`config.mk`:
```
export PLATFORM = sky130hd
export DESIGN_NAME = drum_accum_flat
export DESIGN_NICKNAME = d
export VERILOG_FILES = /design/src/rtl/drum_pkg.sv /design/src/rtl/drum_accum_if.sv /design/src/rtl/drum_sat_add.sv /design/src/rtl/drum_accum.sv /design/src/flat_wrapper.sv
export SDC_FILE = /design/constraint.sdc
export NUM_CORES = 1
export LEC_CHECK = 0
export BUFFER_PORTS_ARGS = -buffer_cell sky130_fd_sc_hd__buf_2
export CAP_MARGIN = 10
export CORE_ASPECT_RATIO = 1.2
export CORE_MARGIN = 2
export CORE_UTILIZATION = 50
export DETAILED_ROUTE_END_ITERATION = 10
export GPL_TIMING_DRIVEN = 0
export HOLD_SLACK_MARGIN = 0.06
export PLACE_DENSITY = 0.71
export SYNTH_ARGS = -nofsm -noshare
export SYNTH_HDL_FRONTEND = slang
export SYNTH_HIERARCHICAL = 1
export SYNTH_SLANG_ARGS = --single-unit
```
`constraint.sdc`:
```
create_clock -name clk -period 9.2 [get_ports clk]
set_input_delay 1.38 -clock clk [delete_from_list [all_inputs] [get_ports clk]]
set_output_delay 1.38 -clock clk [all_outputs]
set_load 0.01 [all_outputs]
```
`src/rtl/drum_pkg.sv`:
```
// Shared types and default sizes for the DRUM product accumulator.
package drum_pkg;

  localparam int DRUM_N     = 16;
  localparam int DRUM_M     = 16;
  localparam int DRUM_ACC_W = 40;
  localparam int DRUM_LEN_W = 8;

  typedef enum logic [1:0] {
    IDLE,
    ACCUM,
    HOLD
  } state_t;

endpackage

```
`src/rtl/drum_accum_if.sv`:
```
// Product-in / frame-sum-out handshake bundle for drum_accum.
interface drum_accum_if
  import drum_pkg::*;
#(
  parameter int N     = DRUM_N,
  parameter int M     = DRUM_M,
  parameter int ACC_W = DRUM_ACC_W,
  parameter int LEN_W = DRUM_LEN_W
);

  logic             in_valid;
  logic             in_ready;
  logic [N+M-1:0]   in_prod;
  logic [LEN_W-1:0] acc_len;
  logic             out_valid;
  logic             out_ready;
  logic [ACC_W-1:0] out_sum;
  logic             out_ovf;
  logic             busy;

  modport master (
    output in_valid, in_prod, acc_len, out_ready,
    input  in_ready, out_valid, out_sum, out_ovf, busy
  );

  modport slave (
    input  in_valid, in_prod, acc_len, out_ready,
    output in_ready, out_valid, out_sum, out_ovf, busy
  );

endinterface

```
`src/rtl/drum_sat_add.sv`:
```
// Accumulator adder; DRUM_ACC_SAT_EN selects saturating add
// with overflow flag, otherwise plain modular add.
module drum_sat_add
  import drum_pkg::*;
#(
  parameter int W = DRUM_ACC_W
) (
  input  logic [W-1:0] i_a,
  input  logic [W-1:0] i_b,
  output logic [W-1:0] o_sum,
  output logic         o_ovf
);

`ifdef DRUM_ACC_SAT_EN
  logic [W:0] w_full;

  assign w_full = {1'b0, i_a} + {1'b0, i_b};
  assign o_ovf  = w_full[W];
  assign o_sum  = w_full[W] ? '1 : w_full[W-1:0];
`else
  assign o_sum = i_a + i_b;
  assign o_ovf = 1'b0;
`endif

endmodule

```
`src/rtl/drum_accum.sv`:
```
// Frame accumulator for DRUM approximate products.
// Build option: DRUM_ACC_SAT_EN (saturating sum + out_ovf).
module drum_accum
  import drum_pkg::*;
#(
  parameter int N     = DRUM_N,
  parameter int M     = DRUM_M,
  parameter int ACC_W = DRUM_ACC_W,
  parameter int LEN_W = DRUM_LEN_W
) (
  input logic         clk,
  input logic         rst_n,
  drum_accum_if.slave bus
);

  state_t           r_state;
  state_t           w_next;
  logic [ACC_W-1:0] r_acc;
  logic [ACC_W-1:0] r_sum;
  logic [ACC_W-1:0] w_add_a;
  logic [ACC_W-1:0] w_add_b;
  logic [ACC_W-1:0] w_add_s;
  logic [LEN_W-1:0] r_cnt;
  logic [LEN_W-1:0] r_len;
  logic [LEN_W-1:0] w_len_in;
  logic [LEN_W-1:0] w_len_cur;
  logic [LEN_W-1:0] w_cnt_nx;
  logic             r_ovf;
  logic             r_out_ovf;
  logic             w_add_ovf;
  logic             w_ovf_nx;
  logic             w_rdy;
  logic             w_beat;
  logic             w_first;
  logic             w_last;

  assign w_rdy   = rst_n && (r_state != HOLD);
  assign w_beat  = bus.in_valid && w_rdy;
  assign w_first = (r_state == IDLE);

  // length 0 on the first beat means a one-beat frame
  assign w_len_in  = (bus.acc_len == '0)
                   ? LEN_W'(1) : bus.acc_len;
  assign w_len_cur = w_first ? w_len_in : r_len;
  assign w_cnt_nx  = w_first ? LEN_W'(1)
                   : r_cnt + LEN_W'(1);
  assign w_last    = (w_cnt_nx == w_len_cur);

  assign w_add_a  = w_first ? '0 : r_acc;
  assign w_add_b  = ACC_W'(bus.in_prod);
  assign w_ovf_nx = (!w_first && r_ovf) || w_add_ovf;

  drum_sat_add #(.W(ACC_W)) u_add (
    .i_a   (w_add_a),
    .i_b   (w_add_b),
    .o_sum (w_add_s),
    .o_ovf (w_add_ovf)
  );

  always_ff @(posedge clk or negedge rst_n) begin
    if (!rst_n) r_state <= IDLE;
    else        r_state <= w_next;
  end

  always_comb begin
    w_next        = r_state;
    bus.out_valid = 1'b0;
    bus.busy      = 1'b0;
    unique case (r_state)
      IDLE: begin
        if (w_beat) w_next = w_last ? HOLD : ACCUM;
      end
      ACCUM: begin
        bus.busy = 1'b1;
        if (w_beat && w_last) w_next = HOLD;
      end
      HOLD: begin
        bus.busy      = 1'b1;
        bus.out_valid = 1'b1;
        if (bus.out_ready) w_next = IDLE;
      end
      default: w_next = IDLE;
    endcase
  end

  always_ff @(posedge clk or negedge rst_n) begin
    if (!rst_n) begin
      r_acc     <= '0;
      r_cnt     <= '0;
      r_len     <= '0;
      r_ovf     <= 1'b0;
      r_sum     <= '0;
      r_out_ovf <= 1'b0;
    end else if (w_beat) begin
      r_acc <= w_add_s;
      r_cnt <= w_cnt_nx;
      r_ovf <= w_ovf_nx;
      if (w_first) r_len <= w_len_in;
      if (w_last) begin
        r_sum     <= w_add_s;
        r_out_ovf <= w_ovf_nx;
      end
    end
  end

  assign bus.in_ready = w_rdy;
  assign bus.out_sum  = r_sum;
  assign bus.out_ovf  = r_out_ovf;

endmodule

```
`src/flat_wrapper.sv`:
```
// flat-port wrapper written by rule: the top's interface ports become plain ports
module drum_accum_flat import drum_pkg::*;
#(
  parameter int N     = DRUM_N,
  parameter int M     = DRUM_M,
  parameter int ACC_W = DRUM_ACC_W,
  parameter int LEN_W = DRUM_LEN_W
)
  (clk, rst_n, bus_in_valid, bus_in_prod, bus_acc_len, bus_out_ready, bus_in_ready, bus_out_valid, bus_out_sum, bus_out_ovf, bus_busy);
  drum_accum_if #(.N(N), .M(M), .ACC_W(ACC_W), .LEN_W(LEN_W)) bus_i ();
  input logic clk;
  input logic rst_n;
  input wire logic [$bits(bus_i.in_valid)-1:0] bus_in_valid;
  input wire logic [$bits(bus_i.in_prod)-1:0] bus_in_prod;
  input wire logic [$bits(bus_i.acc_len)-1:0] bus_acc_len;
  input wire logic [$bits(bus_i.out_ready)-1:0] bus_out_ready;
  output wire logic [$bits(bus_i.in_ready)-1:0] bus_in_ready;
  output wire logic [$bits(bus_i.out_valid)-1:0] bus_out_valid;
  output wire logic [$bits(bus_i.out_sum)-1:0] bus_out_sum;
  output wire logic [$bits(bus_i.out_ovf)-1:0] bus_out_ovf;
  output wire logic [$bits(bus_i.busy)-1:0] bus_busy;
  assign bus_i.in_valid = bus_in_valid;
  assign bus_i.in_prod = bus_in_prod;
  assign bus_i.acc_len = bus_acc_len;
  assign bus_i.out_ready = bus_out_ready;
  assign bus_in_ready = bus_i.in_ready;
  assign bus_out_valid = bus_i.out_valid;
  assign bus_out_sum = bus_i.out_sum;
  assign bus_out_ovf = bus_i.out_ovf;
  assign bus_busy = bus_i.busy;
  drum_accum #(.N(N), .M(M), .ACC_W(ACC_W), .LEN_W(LEN_W)) u_core (.clk(clk), .rst_n(rst_n), .bus(bus_i));
endmodule
```
Word-level counts from Yosys, hierarchy flattened
Cells that the tools add are included.
{ "word_totals": {"wordCells": 37, "mem_bits_ro": 0, "output_inout_bits": 44, "mem_bits_rw": 0, "input_bits": 44, "register_bits": 100, "latch_bits": 0, "memories": 0} }
{ "classes": {"n_mul": 0, "shifts": 0, "muxes": 11, "bitwise": 0, "div_mod_pow": 0, "addsub": 2, "n_reduce_logical": 10, "order_cmp": 0, "eq_ne": 7} }
{ "ops": {"columns": ["operator", "count"], "rows": [
  ["$add A40 B32 Y40", 1],
  ["$mux W40", 1],
  ["$mux W8", 3],
  ["$add A8 B1 Y8 const B", 1],
  ["$eq A8 B8 Y1", 1],
  ["$logic_not A8 Y1", 1],
  ["$mux W2", 4],
  ["$pmux W2 S3", 1],
  ["$logic_and A1 B1 Y1", 4],
  ["$ne A2 B1 Y1 const B", 2],
  ["$ne A2 B2 Y1 const B", 2],
  ["$reduce_and A3 Y1", 1],
  ["$eq A2 B1 Y1 const B", 1],
  ["$eq A2 B2 Y1 const B", 1],
  ["$logic_not A2 Y1", 1],
  ["$mux W1", 2],
  ["$reduce_and A2 Y1", 1],
  ["$reduce_or A2 Y1", 1],
  ["$logic_not A1 Y1", 1]
]} }

Depth between registers and ports, before layout
{ "logic_depth": {"word_depth": 7, "mapped_depth": 18} }

Cells and area by module
Netlist, hierarchy kept.
{ "by_module_without_submodules": {"columns": ["mod", "cells_per_inst", "area_per_inst_um2", "n_inst"], "rows": [
  ["drum_accum", 433, 4488.1, 1],
  ["drum_sat_add", 309, 2255.9, 1]
]} }

Worst setup path after synthesis
OpenSTA, ideal clock, no wires.
{ "synth_path": {"path_kind": "register to register", "startpoint": "register u_core.r_state[0]", "endpoint": "register u_core.r_sum[37], in the netlist u_core/bus.out_sum[37]", "setup_ns": 0.127, "slack_ns": 5.284, "period_less_slack_ns": 3.916, "stages_incl_launch_ff": 18, "t_arrival_ns": 3.788, "path_cell_list": "dfrtp_1 inv_1 ha_1 clkbuf_1 clkbuf_1 clkbuf_1 nor2b_1 ha_1 buf_2 a21o_1 a21o_1 a21o_1 a31o_2 a311o_1 o21a_1 a21o_1 xor2_1 mux2_1"} }
{ "synth_via": {"elab_cells_between_ends": 10} }
{ "synth_lines": {"columns": ["element", "line", "rtl"], "rows": [
  ["from (decl)", "drum_accum.sv:16", "state_t r_state;"],
  ["from (signal assigned)", "drum_accum.sv:62", "else r_state <= w_next;"],
  ["$logic_not A2 Y1", "drum_accum.sv:39", "assign w_first = (r_state == IDLE);"],
  ["$mux W40", "drum_accum.sv:49", "assign w_add_a = w_first ? '0 : r_acc;"],
  ["via u_core.w_add_a[16]", "drum_accum.sv:20", "logic [ACC_W-1:0] w_add_a;"],
  ["$add A40 B32 Y40", "drum_sat_add.sv:21", "assign o_sum = i_a + i_b;"],
  ["via u_core.w_add_s[37]", "drum_accum.sv:22", "logic [ACC_W-1:0] w_add_s;"],
  ["to (signal assigned)", "drum_accum.sv:100", "r_sum <= w_add_s;"],
  ["to (decl)", "drum_accum.sv:19", "logic [ACC_W-1:0] r_sum;"]
]} }
The timed path passes the listed nets, and every way through them passes these cells.
A chain may end at the register's enable or synchronous reset.

Worst setup path after layout
{ "layout_path": {"startpoint": "register u_core.r_state[0]", "endpoint": "register u_core.r_sum[39], in the netlist u_core/bus.out_sum[39]"} }
Same word-level chain as after synthesis.

==> results.md <==
- Via count: ~5700
- Clock buffer depth: 2
- Post-synth top cells: nand2_1 (164), dfrtp_1 (100), nor2b_1 (47), a21oi_1 (46), ha_1 (43)
- IO Pins: just under 90
- Reg-to-Reg Start: u_core/r_state[0]
- Layout cell share with drive strength beyond 1: 16.8%
- Clk_skew: 8.33 ps
- Initial antenna violation count: 0
- Vias in the first global route: roughly 5700
- Pin count of the biggest net entering global routing: 56
- Ys async rst share: 100%
- Top-area cell type share of the netlist area: between 30% and 40%
- CTS tree: built
- HP Start: u_core/r_acc[13]
- Clock Tree Root: clkbuf_16
- Yosys reg bits: 100
- First-pass DRT Iterations: 4
- Register area: 2500 µm²
- Nets: 936
- Die width: around 110 µm
- CTS Hold Bufs: 0
- Pleak: 3.97 nW
- Setup tns final: 0 ps
- Worst Path Required: 9490 ps
- Peak Freq: 217 MHz
- Status: finished, final reports clean
- Mapped Area: approximately 6700 µm²
- Post-detail-place hpwl: 11900 µm
- Post-CTS sizing: 0
- Sequential share of the synthesized area: a little under two fifths
- Layout area overhead: 15.6%
- Hold Path Class: reg2reg
- Syn Inst Count: 742
- Min Tclk post-route: 4600 ps
- Die Y-Extent: 131 µm
- Area of the core: 13200 µm²
- Worst Setup End Kind: flop
- Total grt overflow: 0
- Critical Path AT: 4890 ps
- Fin area: 7800 µm²
- Footprint of the multi-input gates: 4040 µm²
- Largest cells by area after synthesis: dfrtp_1 (37%), nand2_1 (9.1%), ha_1 (8.0%)
- Worst-Margin Slew: 627 ps
- Post-CTS setup repair buffer count: 0
- Synth warnings: 6
- Avg WL per Cell: between 15 and 20 µm
- Max-slew violations: 0
- Row count: 46
- Setup CP Type: reg2reg
- Number of max-cap violations: 0
- RSZ-0062 raised after global routing: no
- Most common cell in the netlist: nand2_1
- Ant. Diodes: 0
- Clk sink count: 100
- CTS H-tree depth: 3
- TritonCTS Buffers: 9
- Syn_area_per_cell: about 9 µm²
- Reg clk slew, reported paths: 70 ps
- Post-DP Area: between 7000 and 8000 µm²
- Final period util: 50.0%
- Area leader, netlist: dfrtp_1
- Routed WL: approximately 16000 µm
- Vias/cell: between 5 and 6
- Filler cells: 1141
- Initial Utilization: about half
- Peak VDD IR: ~0.15 mV
- Hold Fails Final Rpt: 0
- DRC Markers: 0
- Remaining antenna violation count: 0
- Final setup margin: 4600 ps
- First-pass GRT wire length: 26400 µm
- Core Util, Final: 59.2%
- Yosys cell types: 72
- Min Hold Slack: ~470 ps
- EDFF count, synth: 0
- CP max FO: 10
- Clk_lat worst skew: 360 ps
- Starting DRT DRC Count: between 300 and 400
- Pwr Density: about 310 nW/µm²
- Setup violations, final: 0
- CP Launch Point: u_core/r_state[0]
- Most used DFF post-synth: dfrtp_1
- Port Buf Inserts: 87
- Die area: around 14000 µm²
- Routability congestion estimate: 0.939
- Slew margin rel.: 58.2%
- Startpoint types: flop
- Total track usage: 22.9%
- Post-place setup slack: 4610 ps
==> path summary, 6_finish.rpt <==
kind	end	slack, ps	depth (start not counted)
setup / recovery	u_core/bus.out_sum[39]	4600	17
hold / removal	u_core/r_acc[13]	470	2
setup reg to reg	u_core/bus.out_sum[39]	4600	17
hold reg to reg	u_core/r_acc[13]	470	2
max in group asynchronous	u_core/r_acc[33]	7480	2
min in group asynchronous	u_core/bus.out_sum[3]	1040	1
==> area by class of cell <==
| class | count | area share (%) |
|---|---|---|
| plain buffers | 33 | 2.26 |
| clock inverters | 4 | 1.22 |
| inverters | 14 | 0.674 |
| well taps | 168 | 2.70 |
| clock buffers | 12 | 3.29 |
| flip-flops and latches | 100 | 32.1 |
| repair buffers | 88 | 5.97 |
| multi-input cells | 602 | 51.8 |
==> routing by layer <==
| metal | share of wire (%) | track usage (%) | vias up |
|---|---|---|---|
| li1 | - | - | 2797 |
| met1 | 44 | 28.9 | 2748 |
| met2 | 50 | 38.7 | 119 |
| met3 | 3.8 | 2.93 | 24 |
| met4 | 2.4 | 9.85 | 0 |
| met5 | 0 | 0 | - |
==> state kept, by name (all words and copies together), names as in the netlist <==
signal and count:
u_core/r_state 2, u_core/r_cnt 8, u_core/r_ovf 1, u_core/bus.out_ovf 1, u_core/r_len 8, u_core/bus.out_sum 40, u_core/r_acc 40
==> worst max-delay path, cell delays in order, from the launching register on <==
cell	delay, ps
dfrtp_1	400
inv_1	90
ha_1	140
clkbuf_1	290
clkbuf_1	460
clkbuf_1	450
nor2b_1	100
ha_1	290
buf_2	160
a21o_1	160
a21o_1	170
a21o_1	200
a31o_2	280
a311o_1	370
o21a_1	230
a21o_1	220
a211oi_1	300
mux2_2	220
==> logic make-up after synthesis <==
| logic type | count (synthesis) | share of synthesized area, % |
|---|---|---|
| mux | 52 | 8.59 |
| buf+inv | 47 | 3.40 |
| compound gates | 157 | 16.4 |
| fa+ha+maj | 44 | 8.27 |
| simple gates | 299 | 20.8 |
| other cells | 2 | 0.111 |
| xor+xnor | 41 | 5.32 |
| flops | 100 | 37.1 |
==> through the flow <==
stage	std cells	power, mW
6_report	1021	2.45
5_1_grt	1021	2.65
4_1_cts	1021	2.46
3_5_place_dp	1005	2.00
3_3_place_gp	1004	1.95
2_1_floorplan	749	1.66
==> cell usage in the layout, fill, tap and decap left out, types with 3 or more instances in the layout <==
master     netlist  final
a211oi_1         7      7
a21o_1          20     20
a21oi_1         46     46
a31o_2           3      3
and2_1           7      7
and3_1           9      9
buf_2            3     89
buf_6            5      5
bufinv_16        0      3
clkbuf_1        21     22
clkbuf_16        0      9
conb_1           2      9
dfrtp_1        100    100
ha_1            43     43
inv_1           14     14
mux2_1          37     37
mux2_2          10     10
mux2i_1          5      5
nand2_1        164    164
nand2b_1         8      8
nand3_1         12     12
nand4_1          8      8
nor2_1          24     24
nor2b_1         47     47
nor3_1           7      7
o211ai_1         3      3
o21a_1           8      8
o21ai_0         28     28
o21bai_1         7      7
o31ai_1          3      3
xnor2_1         24     24
xor2_1          17     17
==> where the power goes <==
group	switching (mW)	internal [mW]
combinational	0.721	0.537
sequential	0.108	0.641
clock	0.166	0.280
total	0.995	1.46
(Power assumes the default switching activity.)
